==> src/rtl/player_physics_pkg.sv <==
// -----------------------------------------------------------------------------
// state_definition
//   Shared definitions for the platformer: the game-level state encoding that
//   the game FSM drives onto current_state_out, the per-player motion state
//   enum, and the signed helper arithmetic used by the physics step.
//
//   All helper arithmetic works on a fixed 16-bit signed container.
//   Callers sign-extend their narrower operands into it and truncate the
//   result back. The physics module keeps its own sums at VW+3 bits, which
//   must not exceed CALC_W.
// -----------------------------------------------------------------------------
package state_definition;

  // Game-level states as driven by the game FSM
  typedef enum logic [1:0] {
    START     = 2'd0,
    PLAYING   = 2'd1,
    PAUSED    = 2'd2,
    GAME_OVER = 2'd3
  } game_state_t;

  // Per-player motion states
  typedef enum logic [1:0] {
    GROUNDED = 2'd0,
    AIRBORNE = 2'd1,
    DEAD     = 2'd2
  } phys_state_t;

  // Keycode bit positions
  localparam int KEY_LEFT     = 7;
  localparam int KEY_JUMP     = 6;
  localparam int KEY_RIGHT    = 5;
  localparam int KEY_GRAV_OFF = 1;

  localparam int CALC_W = 16;
  typedef logic signed [CALC_W-1:0] calc_t;

  // a + b, limited from above to hi (terminal fall speed)
  function automatic calc_t sat_add(input calc_t a, input calc_t b, input calc_t hi);
    calc_t s;
    s = a + b;
    if (s > hi) s = hi;
    return s;
  endfunction

  // Limit v to the closed range [lo, hi]
  function automatic calc_t clamp(input calc_t v, input calc_t lo, input calc_t hi);
    calc_t r;
    r = v;
    if (v < lo) r = lo;
    else if (v > hi) r = hi;
    return r;
  endfunction

endpackage

==> src/rtl/player_physics.sv <==
// -----------------------------------------------------------------------------
// player_physics
//   Per-player motion engine. Each frame_clk edge performs one physics step.
//   The step turns the keycode into horizontal motion, runs the jump and
//   gravity model with a terminal fall speed, clamps against the side walls,
//   floor and ceiling, and hides the player for a fixed number of frames
//   after a death.
//
//   State | meaning
//   ------+--------------------------------------------------------------
//   GROUNDED | standing on the floor (Y = Y_GROUND), jump may launch
//   AIRBORNE | in flight, gravity integrates into Vy each frame
//   DEAD     | hidden at the start position, respawn counter running
//
//   Ports
//     frame_clk         in  1   physics tick, one step per rising edge
//     Reset             in  1   synchronous, active-high
//     current_state_out in  2   game state; motion only while PLAYING
//     keycode           in  8   [7]=left [6]=jump [5]=right [1]=gravity off
//     die               in  1   death request, level-sampled
//     BallX, BallY      out 10  sprite top-left position
//     BallS             out 10  sprite size (constant SIZE)
//     grounded          out 1   state is GROUNDED
//     visible           out 1   state is not DEAD
// -----------------------------------------------------------------------------
module player_physics
  import state_definition::*;
#(
  parameter int X_MIN          = 0,
  parameter int X_MAX          = 639,
  parameter int Y_MIN          = 0,
  parameter int Y_GROUND       = 463,
  parameter int MARGIN         = 18,
  parameter int X_START        = 100,
  parameter int Y_START        = 463,
  parameter int SIZE           = 16,
  parameter int X_SPEED        = 1,
  parameter int JUMP_V         = 10,
  parameter int GRAVITY        = 1,
  parameter int VMAX_FALL      = 12,
  parameter int VW             = 8,
  parameter int RESPAWN_FRAMES = 30
) (
  input  logic       frame_clk,
  input  logic       Reset,
  input  logic [1:0] current_state_out,
  input  logic [7:0] keycode,
  input  logic       die,
  output logic [9:0] BallX,
  output logic [9:0] BallY,
  output logic [9:0] BallS,
  output logic       grounded,
  output logic       visible
);

  localparam int AW   = VW + 3;
  localparam int CW   = (RESPAWN_FRAMES > 1) ? $clog2(RESPAWN_FRAMES) : 1;
  localparam int X_LO = X_MIN + MARGIN;
  localparam int X_HI = X_MAX - MARGIN;

  typedef logic signed [VW-1:0] vel_t;
  typedef logic signed [AW-1:0] axis_t;

  phys_state_t   state_q, state_d;
  logic [9:0]    x_q, x_d, y_q, y_d;
  vel_t          vx_q, vx_d, vy_q, vy_d;
  vel_t          vx_new, vy_new;
  logic [CW-1:0] cnt_q, cnt_d;
  axis_t         x_sum, y_sum;
  calc_t         x_cl, y_cl, grav;
  logic          key_left, key_right, key_jump, grav_off, playing;
  logic          unused_keys;

  assign key_left  = keycode[KEY_LEFT];
  assign key_right = keycode[KEY_RIGHT];
  assign key_jump  = keycode[KEY_JUMP];
  assign grav_off  = keycode[KEY_GRAV_OFF];
  assign playing   = (current_state_out == PLAYING);

  // Remaining keycode bits belong to other consumers of the keyboard decoder
  assign unused_keys = ^{keycode[4:2], keycode[0]};

  always_ff @(posedge frame_clk) begin
    if (Reset) begin
      state_q <= GROUNDED;
      x_q     <= 10'(X_START);
      y_q     <= 10'(Y_START);
      vx_q    <= '0;
      vy_q    <= '0;
      cnt_q   <= '0;
    end else begin
      state_q <= state_d;
      x_q     <= x_d;
      y_q     <= y_d;
      vx_q    <= vx_d;
      vy_q    <= vy_d;
      cnt_q   <= cnt_d;
    end
  end

  always_comb begin
    state_d = state_q;
    x_d     = x_q;
    y_d     = y_q;
    vx_d    = vx_q;
    vy_d    = vy_q;
    cnt_d   = cnt_q;
    vx_new  = '0;
    vy_new  = vy_q;
    x_sum   = '0;
    y_sum   = '0;
    x_cl    = '0;
    y_cl    = '0;
    grav    = grav_off ? calc_t'(0) : calc_t'(GRAVITY);

    if (die && (state_q != DEAD)) begin
      state_d = DEAD;
      x_d     = 10'(X_START);
      y_d     = 10'(Y_START);
      vx_d    = '0;
      vy_d    = '0;
      cnt_d   = CW'(RESPAWN_FRAMES - 1);
    end else if (playing) begin
      if (state_q == DEAD) begin
        // Respawn drops in at the start position and lands on the next step
        if (cnt_q == '0) state_d = AIRBORNE;
        else             cnt_d   = cnt_q - 1'b1;
      end else begin
        // Horizontal: opposing keys cancel
        if (key_left && !key_right)      vx_new = vel_t'(-X_SPEED);
        else if (key_right && !key_left) vx_new = vel_t'(X_SPEED);

        x_sum = axis_t'({1'b0, x_q}) + axis_t'(vx_new);
        x_cl  = clamp(calc_t'(x_sum), calc_t'(X_LO), calc_t'(X_HI));
        x_d   = x_cl[9:0];
        vx_d  = ((x_cl == calc_t'(X_LO)) || (x_cl == calc_t'(X_HI))) ? vel_t'(0) : vx_new;

        // Vertical: launch frame skips gravity; in flight gravity saturates
        if (state_q == GROUNDED) begin
          if (key_jump) begin
            vy_new  = vel_t'(-JUMP_V);
            state_d = AIRBORNE;
          end else begin
            vy_new  = '0;
          end
        end else begin
          vy_new = vel_t'(sat_add(calc_t'(vy_q), grav, calc_t'(VMAX_FALL)));
        end

        // Position uses this frame's velocity (semi-implicit Euler)
        y_sum = axis_t'({1'b0, y_q}) + axis_t'(vy_new);
        y_cl  = clamp(calc_t'(y_sum), calc_t'(Y_MIN), calc_t'(Y_GROUND));
        y_d   = y_cl[9:0];
        if (y_cl == calc_t'(Y_GROUND)) begin
          vy_d    = '0;
          state_d = GROUNDED;
        end else if (y_cl == calc_t'(Y_MIN)) begin
          vy_d    = '0;
          state_d = AIRBORNE;
        end else begin
          vy_d    = vy_new;
        end
      end
    end
  end

  assign BallX    = x_q;
  assign BallY    = y_q;
  assign BallS    = 10'(SIZE);
  assign grounded = (state_q == GROUNDED);
  assign visible  = (state_q != DEAD);

endmodule

==> config.mk <==
export PLATFORM = sky130hd
export DESIGN_NAME = player_physics
export DESIGN_NICKNAME = d
export VERILOG_FILES = /design/src/rtl/player_physics_pkg.sv /design/src/rtl/player_physics.sv
export SDC_FILE = /design/constraint.sdc
export NUM_CORES = 1
export LEC_CHECK = 0
export ABC_CLOCK_PERIOD_IN_PS = 5300
export BUFFER_PORTS_ARGS = -buffer_cell sky130_fd_sc_hd__buf_2
export CORE_AREA = 4 4 83 85
export CTS_CLUSTER_SIZE = 28
export DETAILED_ROUTE_END_ITERATION = 12
export DIE_AREA = 0 0 87 89
export PLACE_DENSITY_LB_ADDON = 0.25
export SYNTH_ARGS = -nofsm -noshare
export SYNTH_HDL_FRONTEND = slang
export SYNTH_SLANG_ARGS = --single-unit
export TNS_END_PERCENT = 1
==> constraint.sdc <==
create_clock -name frame_clk -period 5.3 [get_ports frame_clk]
set_input_delay 0 -clock frame_clk [delete_from_list [all_inputs] [get_ports frame_clk]]
set_output_delay 0 -clock frame_clk [all_outputs]
set_load 0.02 [all_outputs]
======== After elaboration in Yosys (flattened, before gate mapping) ========
Cells that the tools add are included.
operators by class
  bitwise gates (word level) .............. 2
  mux-type cells .......................... 33
  equal/unequal tests ..................... 7
  add/subtract/negate cells ............... 4
  $lt $le $gt $ge ......................... 5
  reduce and logical (&&, ||, !) cells .... 20
operators by type and width
  operator                                                                            count
  8-bit two-way mux                                                                   12
  16-bit two-way mux                                                                  5
  11-bit by 8-bit adder with 11-bit output                                            2
  10-bit two-way mux                                                                  2
  5-bit two-way mux                                                                   4
  16-bit by 10-bit == test with 1-bit output (second input constant)                  1
  16-bit zero test                                                                    1
  2-bit two-way mux                                                                   8
  11-bit by 10-bit greater-than comparator with 1-bit output (second input constant)  1
  11-bit greater-than comparator (second input constant)                              1
  11-bit by 1-bit < comparator with 1-bit output (second input constant)              1
  11-bit by 6-bit < comparator with 1-bit output (second input constant)              1
  5-bit nonzero test                                                                  2
  8-bit by 2-bit adder with 9-bit output                                              1
  9-bit by 5-bit greater-than comparator with 1-bit output (second input constant)    1
  4-bit AND reduction                                                                 2
  4-bit nonzero test                                                                  2
  3-bit AND reduction                                                                 2
  5-bit zero test                                                                     1
  5-bit by 1-bit subtractor with 5-bit output (second input constant)                 1
  2-bit inequality test (second input constant)                                       2
  2-bit nonzero test                                                                  2
  1-bit logical AND                                                                   3
  3-bit by 2-bit inequality test with 1-bit output (second input constant)            1
  other kinds (9)                                                                     12
storage, ports and cells
  flip-flop bits (word level) ............. 35

======== Logic depth before layout (Yosys ltp) ========
Gate-level depths: netlist of the first run.
  depth after elaboration ................. 21
  gate-level depth with buffers ........... 22

======== Least setup slack after synthesis of the first run ========
Ideal clock, no wire load.
  path kind ............................... register to register
  start point ............................. reg vy_q[0]
  end point ............................... reg state_q[1]
  required time ........................... 5.180 ns
  clock period less this slack ............ 4.551 ns
  setup time .............................. 0.120 ns
  data arrival time ....................... 4.431 ns
  buffers on the path ..................... 1
  path slack .............................. 0.749 ns
  stages on the path, launching flop included .. 22
  cell sequence ........................... dfxtp_1 > ha_1 > ha_1 > clkbuf_1 > nand3b_1 > mux2i_1 > a22oi_2 > o21ai_4 > a21oi_1 > and2_1 > ha_1 > fa_1 > a21o_1 > nand2_1 > nor2_1 > a21oi_4 > nand2_1 > a311o_1 > or3_4 > o21ai_4 > nor3_1 > o31a_1
on the way
  word-level cells in the longest chain between the ends .. 20
  elaborated cells between the ends (all ways) .. 25
  classes of those cells .................. add/sub (2); order compare (3); eq/ne (1); mux (15); reduce/logical (4)
RTL lines
  what                                                      line                      text
  start: declaration                                        player_physics.sv:66      vel_t vx_q, vx_d, vy_q, vy_d;
  start signal: assignment                                  player_physics.sv:96      vy_q <= vy_d;
  8-bit by 2-bit adder with 9-bit output *                  player_physics_pkg.sv:41  s = a + b;
  9-bit by 5-bit greater-than comparator with 1-bit output  player_physics_pkg.sv:42  if (s > hi) s = hi;
  8-bit two-way mux *                                       player_physics_pkg.sv:42
  8-bit two-way mux *                                       player_physics.sv:139     if (state_q == GROUNDED) begin
  8-bit two-way mux *                                       player_physics.sv:124     if (state_q == DEAD) begin
  8-bit two-way mux *                                       player_physics.sv:123     end else if (playing) begin
  8-bit two-way mux *                                       player_physics.sv:116     if (die && (state_q != DEAD)) begin
  11-bit by 8-bit adder with 11-bit output *                player_physics.sv:151     y_sum = axis_t'({1'b0, y_q}) + axis_t'(vy_new);
  [... 4 more ...]                                          -
  16-bit two-way mux *                                      player_physics.sv:123
  16-bit two-way mux *                                      player_physics.sv:116
  16-bit zero test                                          player_physics.sv:157     end else if (y_cl == calc_t'(Y_MIN)) begin
  2-bit two-way mux                                         player_physics.sv:157
  2-bit two-way mux                                         player_physics.sv:154     if (y_cl == calc_t'(Y_GROUND)) begin
  2-bit two-way mux                                         player_physics.sv:124
  2-bit two-way mux                                         player_physics.sv:123
  2-bit two-way mux                                         player_physics.sv:116
  end signal: assignment                                    player_physics.sv:92      state_q <= state_d;
  end: declaration                                          player_physics.sv:64      phys_state_t state_q, state_d;
Every way passes the cells marked *; elsewhere a longest branch is shown, timed or not. The select of a mux whose other input is x is not followed.
A chain may end at the register's enable or synchronous reset.

======== Worst setup path in the final report of the first run ========
  start point ............................. reg vy_q[0]
  end point ............................... reg vy_q[3]
on the way
  word-level cells in the longest chain between the ends .. 17
  elaborated cells between the ends (all ways) .. 19
  classes of those cells .................. add/sub (2); order compare (3); eq/ne (1); mux (12); reduce/logical (1)
RTL lines
  what                                                        line                      text
  8-bit by 2-bit adder with 9-bit output *                    player_physics_pkg.sv:41
  9-bit by 5-bit greater-than comparator with 1-bit output    player_physics_pkg.sv:42
  8-bit two-way mux *                                         player_physics_pkg.sv:42
  8-bit two-way mux *                                         player_physics.sv:139
  8-bit two-way mux *                                         player_physics.sv:124
  8-bit two-way mux *                                         player_physics.sv:123
  8-bit two-way mux *                                         player_physics.sv:116
  11-bit by 8-bit adder with 11-bit output                    player_physics.sv:151
  11-bit by 10-bit greater-than comparator with 1-bit output  player_physics_pkg.sv:51  else if (v > hi) r = hi;
  16-bit two-way mux                                          player_physics_pkg.sv:51
  16-bit two-way mux                                          player_physics_pkg.sv:50  if (v < lo) r = lo;
  16-bit two-way mux                                          player_physics.sv:124
  16-bit two-way mux                                          player_physics.sv:123
  16-bit two-way mux                                          player_physics.sv:116
  16-bit zero test                                            player_physics.sv:157
  8-bit two-way mux                                           player_physics.sv:157
  8-bit two-way mux *                                         player_physics.sv:154
Marked as above.

==> impl_metrics.csv, run 1 <==
group,metric,value,unit
outcome,status,"complete, no violations",
yosys,synth_area,3010,um^2
floorplan,dieArea,7740,um^2
grt,overflow,0,
critical_path,critPathLaunchType,"register",
grt,grt_start_max_net_pins,21,
cells_and_area,area.growth.synth_to_final,9.80,%
yosys,yosys-top-cells-count,"40 x a21oi_1, 37 x nand2_1, 35 x dfxtp_1",
grt,grtUsageTotal,19.0,%
cells_and_area,n_antenna_cell,0,
sta,relSlewSlack,40.7,%
grt,grt_pass1_vias,2612,
yosys,ys_top_cells_by_area,"dfxtp_1 23%, ha_1 10%, a21oi_1 6.6%",
power_and_ir_drop,switchingPower,332,uW
yosys,syn_area_per_cell,8.10,um^2
clocking,worstSkewPairLatency,0.29,ns
detailed_routing,drt-wirelength-per-cell,14.4,um
floorplan,fp.dieH,89,um
yosys,synth_edf_count,0,
clocking,clk_path_buf_depth,2,
yosys,synth-async-reset-ratio,0,%
detailed_routing,vias,2718,
power_and_ir_drop,p_int,518,uW
cells_and_area,fillerInstances,603,
sta,holdWs,0.0883,ns
power_and_ir_drop,comb_power_share,42.6,%
sta,setup-violations-final,0,
detailed_routing,drt_iter0_drc,128,
place,hpwl,5.39,mm
yosys,ys_types,66,
clocking,cts_inserted_buffers,5,
clocking,tritoncts,"yes",
yosys,synth_top_cell_area_share,23.2,%
critical_path,crit_type,"register to register",
sta,slew_viol_final,0,
clocking,h-tree-depth,2,
detailed_routing,viasPerCell,5.67,
detailed_routing,drc_errors,0,
floorplan,io_pins,45,
yosys,yosys.cell_count.top_type,"a21oi_1",
detailed_routing,postRouteAntennaNets,0,
place,post_dp_cell_area,3200,um^2
power_and_ir_drop,power_density,257,nW/um^2
cells_and_area,stdcell_area,3310,um^2
yosys,yosysTopAreaCell,"dfxtp_1",
clocking,cts_root_buffer,"clkbuf_8",
clocking,clock-sinks,35,
clocking,path_clk_slew,0.07,ns
job,cap_violations,0,
floorplan,die_x,87,um
power_and_ir_drop,p_clk_share,23.4,%
power_and_ir_drop,leakage,1.42,nW
critical_path,arrival,5.14,ns
sta,rsz0062_at_grt,"no",
power_and_ir_drop,netSwitchingFraction,39.1,%
power_and_ir_drop,seqPwrFrac,33.9,%
sta,period_minus_slack,4.97,ns
cells_and_area,drive_gt1_share,14.9,%
yosys,ys_ff_latch,35,
grt,antenna_found_initial,0,
cells_and_area,nNetsFinal,441,
critical_path,critPathRequiredTime,5.48,ns
critical_path,setup.worst_path.end_class,"register",
grt,grt_pass1_wl,11.9,mm
sta,worst_slew_pin_slew,0.883,ns
sta,min_period_over_period,93.7,%
yosys,netlist_instances,372,
detailed_routing,drtPass1Iterations,4,
floorplan,core_area,6200,um^2
critical_path,crit_fanout,9,
place,globalplace.congestion,0.823,
detailed_routing,routed_wl,6.91,mm
sta,finalClockSkew,0.00755,ns
sta,finalHoldViolCount,0,
yosys,synthFlopType,"dfxtp_1",
yosys,ys.warnings.count,0,
sta,clock.fmax,201,MHz
power_and_ir_drop,irDropWorstVdd,0.000135,V
floorplan,fp-row-count,29,
hold_path,hp-class,"input pin to register",
sta,tns,0,ns
place,port_buffers,30,
yosys,yosysSeqAreaShare,23.2,%
floorplan,start_util,48.6,%
placed cells by master (no fill, tap or decap), types with 4 or more instances in the layout:
| master | count |
|---|---|
| xnor2_1 | 16 |
| o21ai_0 | 24 |
| conb_1 | 10 |
| dfxtp_1 | 35 |
| a22o_1 | 10 |
| nor2b_1 | 4 |
| a21o_1 | 12 |
| o21a_1 | 4 |
| and3_1 | 8 |
| nand2b_1 | 6 |
| nor3_1 | 9 |
| inv_1 | 12 |
| ha_1 | 23 |
| buf_2 | 30 |
| a21oi_1 | 40 |
| clkbuf_8 | 6 |
| buf_4 | 4 |
| nand2_1 | 37 |
| nor2_1 | 24 |
| xor2_1 | 10 |
| and2_1 | 4 |
kinds of logic (layout without fill, tap and decap cells):
family / Yosys count / count (layout) / share of synthesized area [%]
adder cells (fa/ha/maj): 26 / 26 / 11.3
AO/OA/AOI/OAI: 131 / 131 / 31.1
flip-flops: 35 / 35 / 23.2
buffers and inverters: 34 / 56 / 5.65
other: 2 / 10 / 0.249
XOR/XNOR: 26 / 26 / 7.55
AND/OR/NAND/NOR: 115 / 115 / 20.0
multiplexers: 3 / 3 / 0.996
worst max-delay path, cell delays in order, from the launching register on:
cell      delay, ns
dfxtp_1        0.34
ha_1           0.27
ha_2           0.33
nand3b_1       0.15
mux2i_1        0.22
a22oi_2        0.13
o21ai_4        0.31
a21oi_1        0.16
and2_1         0.20
ha_1           0.21
fa_1           0.42
a21o_1         0.23
nor2_1         0.09
o211ai_1       0.14
nand2_1        0.15
nand2_1        0.09
a311o_1        0.36
or3_4          0.37
o21ai_4        0.24
nor4_4         0.07
buf_4          0.19
a22o_1         0.19
routing by layer:
metal	vias up	GRT usage, %	routed length [um]	part of all wire (%)
met2	46	32.3	3330	48
met3	8	3.23	242	3.5
li1	1402	-	-	-
met4	0	4.67	82	1.2
met1	1262	25.2	3260	47
met5	-	0	0	0
flip-flops by register name, summed over array words and instances, names as in the netlist:
name,cells
BallX,10
BallY,10
vy_q,8
cnt_q,5
state_q,2
area by class of cell:
| cell class | count | area [um^2] | share of cell area, % |
|---|---|---|---|
| timing repair buffer | 36 | 200 | 6.05 |
| clock inverter | 1 | 5.00 | 0.151 |
| tap | 77 | 96.3 | 2.91 |
| clock buffer | 6 | 82.6 | 2.50 |
| multi-input combinational | 311 | 2180 | 65.7 |
| sequential | 35 | 701 | 21.2 |
| inverter | 13 | 48.8 | 1.47 |
power groups by stage:
stage                     Combinational [mW]  Sequential [mW]  Clock (mW)
after floorplan                        0.284            0.300           0
after global placement                 0.350            0.294           0
after detailed placement               0.358            0.295           0
after CTS                              0.362            0.289       0.204
after global routing                   0.401            0.291       0.216
final                                  0.363            0.289       0.199
path summary, 6_finish.rpt:
check | from | slack [ns] | cells past startpoint | endpoint
hold reg to reg | cnt_q[4] | 0.47 | 2 | cnt_q[4]
setup / recovery | vy_q[0] | 0.33 | 21 | vy_q[3]
hold / removal | current_state_out[1] | 0.09 | 4 | state_q[1]
setup reg to reg | vy_q[0] | 0.33 | 21 | vy_q[3]
what timing repair did:
item,in CTS,in global routing
setup endpoints to repair,0,8
gates resized for setup,0,1
setup buffers,0,0
endpoints found under the hold margin,5,0
hold buffers,2,0
metrics by stage:
stage / power [mW] / cells / util, % / setup slack (ns)
after floorplan: 0.584 / 380 / - / 0.749
after global placement: 0.645 / 470 / 51.6 / 0.384
after detailed placement: 0.653 / 470 / 51.6 / 0.298
after CTS: 0.854 / 479 / 53.3 / 0.269
after global routing: 0.908 / 479 / 53.3 / 0.0227
final: 0.850 / 479 / 53.3 / 0.334
Power figures use the tool's default switching activity.
==> run 2, diff against run 1 <==
--- a/config.mk
+++ b/config.mk
@@ -11,6 +11,7 @@
 export CTS_CLUSTER_SIZE = 28
 export DETAILED_ROUTE_END_ITERATION = 12
 export DIE_AREA = 0 0 87 89
+export MAX_ROUTING_LAYER = met4
 export PLACE_DENSITY_LB_ADDON = 0.25
 export SYNTH_ARGS = -nofsm -noshare
 export SYNTH_HDL_FRONTEND = slang
==> impl_metrics.csv, run 2 (same netlist as run 1, synthesis figures left out) <==
group,metric,value,unit
outcome,status,"complete, no violations",
detailed_routing,drt_iter0_drc,120,
detailed_routing,routed_wl,6.92,mm
sta,finalClockSkew,0.0103,ns
power_and_ir_drop,leakage,1.42,nW
floorplan,dieArea,7740,um^2
sta,min_period_over_period,93.7,%
sta,rsz0062_at_grt,"no",
clocking,clock-sinks,35,
cells_and_area,nNetsFinal,441,
sta,holdWs,0.0874,ns
sta,slew_viol_final,0,
cells_and_area,final_common_cell,"a21oi_1",
clocking,worstSkewPairLatency,0.29,ns
clocking,postCtsSetupBuffers,0,
cells_and_area,area.growth.synth_to_final,9.80,%
clocking,cts_root_buffer,"clkbuf_8",
place,hpwl,5.39,mm
floorplan,start_util,48.6,%
detailed_routing,drt-wirelength-per-cell,14.4,um
critical_path,crit_fanout,9,
sta,finalHoldViolCount,0,
sta,fin_ws,0.332,ns
grt,grt_pass1_vias,2614,
clocking,h-tree-depth,2,
clocking,cts_inserted_buffers,5,
detailed_routing,vias,2723,
critical_path,arrival,5.15,ns
power_and_ir_drop,power_density,257,nW/um^2
clocking,tritoncts,"yes",
sta,tns,0,ns
cells_and_area,final_cells,479,
cells_and_area,drive_gt1_share,14.9,%
cells_and_area,final_cell_mix,"40 x a21oi_1, 37 x nand2_1, 35 x dfxtp_1",
place,post-place-cells,470,
critical_path,setup.worst_path.end_class,"register",
sta,worst_slew_pin_slew,0.883,ns
critical_path,critPathRequiredTime,5.48,ns
critical_path,reg2reg_slack,0.33,ns
cells_and_area,final_core_util,53.3,%
job,cap_violations,0,
sta,clock.fmax,201,MHz
floorplan,fp-row-count,29,
place,globalplace.congestion,0.836,
grt,antenna_found_initial,0,
grt,overflow,0,
floorplan,io_pins,45,
detailed_routing,viasPerCell,5.68,
sta,relSlewSlack,40.7,%
sta,setup-violations-final,0,
floorplan,die_x,87,um
hold_path,hp-class,"input pin to register",
critical_path,critPathLaunchType,"register",
place,port_buffers,30,
cells_and_area,fillerInstances,603,
place,pre_cts_ws,0.298,ns
grt,grt_pass1_wl,11.9,mm
detailed_routing,drc_errors,0,
sta,period_minus_slack,4.97,ns
grt,grt_start_max_net_pins,21,
floorplan,fp.dieH,89,um
detailed_routing,postRouteAntennaNets,0,
grt,grtUsageTotal,19.6,%
cells_and_area,n_antenna_cell,0,
critical_path,crit_type,"register to register",
clocking,path_clk_slew,0.07,ns
power_and_ir_drop,irDropWorstVdd,0.000134,V
floorplan,core_area,6200,um^2
detailed_routing,drtPass1Iterations,4,
clocking,clk_path_buf_depth,2,
## run 2: power breakdown
part | internal [mW] | leakage [nW] | total [mW] | switching, mW
clock | 0.102 | 0.0470 | 0.200 | 0.0976
sequential | 0.276 | 0.285 | 0.289 | 0.0128
combinational | 0.140 | 1.08 | 0.363 | 0.223
## run 2: layout make-up
cell class	count	area, um^2	share of cell area (%)
Multi-Input combinational cell	311	2180	65.7
Clock inverter	1	5.00	0.151
Timing Repair Buffer	36	200	6.05
Tap cell	77	96.3	2.91
Inverter	13	48.8	1.47
Sequential cell	35	701	21.2
Clock buffer	6	82.6	2.50
## run 2: final timing paths
check	startpoint	end	cells after the start
setup / recovery	vy_q[0]	vy_q[3]	21
hold / removal	current_state_out[1]	state_q[1]	4
setup reg to reg	vy_q[0]	vy_q[3]	21
hold reg to reg	cnt_q[4]	cnt_q[4]	2
## run 2: what timing repair did
action                                  CTS  global route
hold endpoints to repair                  5             0
endpoints found under the setup margin    0             8
hold buffers                              2             0
gates resized for setup                   0             1
## run 2: worst max-delay path: stages (launching register included)
cell and delay [ns]:
dfxtp_1 0.34, ha_1 0.27, ha_2 0.33, nand3b_1 0.15
mux2i_1 0.22, a22oi_2 0.13, o21ai_4 0.31, a21oi_1 0.16
and2_1 0.20, ha_1 0.21, fa_1 0.42, a21o_1 0.23
nor2_1 0.09, o211ai_1 0.14, nand2_1 0.15, nand2_1 0.09
a311o_1 0.35, or3_4 0.37, o21ai_4 0.24, nor4_4 0.08
buf_4 0.19, a22o_1 0.19
## run 2: per-stage QoR
step	power, mW	area [um^2]
floorplan	0.584	3040
detailed placement	0.653	3200
global route	0.908	3310
finish	0.851	3310
CTS	0.854	3310
global placement	0.645	3200
## run 2: layer usage
| metal | global-route usage (%) | routed length [um] |
|---|---|---|
| met3 | 3.13 | 201 |
| met2 | 32.3 | 3370 |
| met5 | - | 0 |
| met1 | 25.2 | 3270 |
| met4 | 4.67 | 82 |
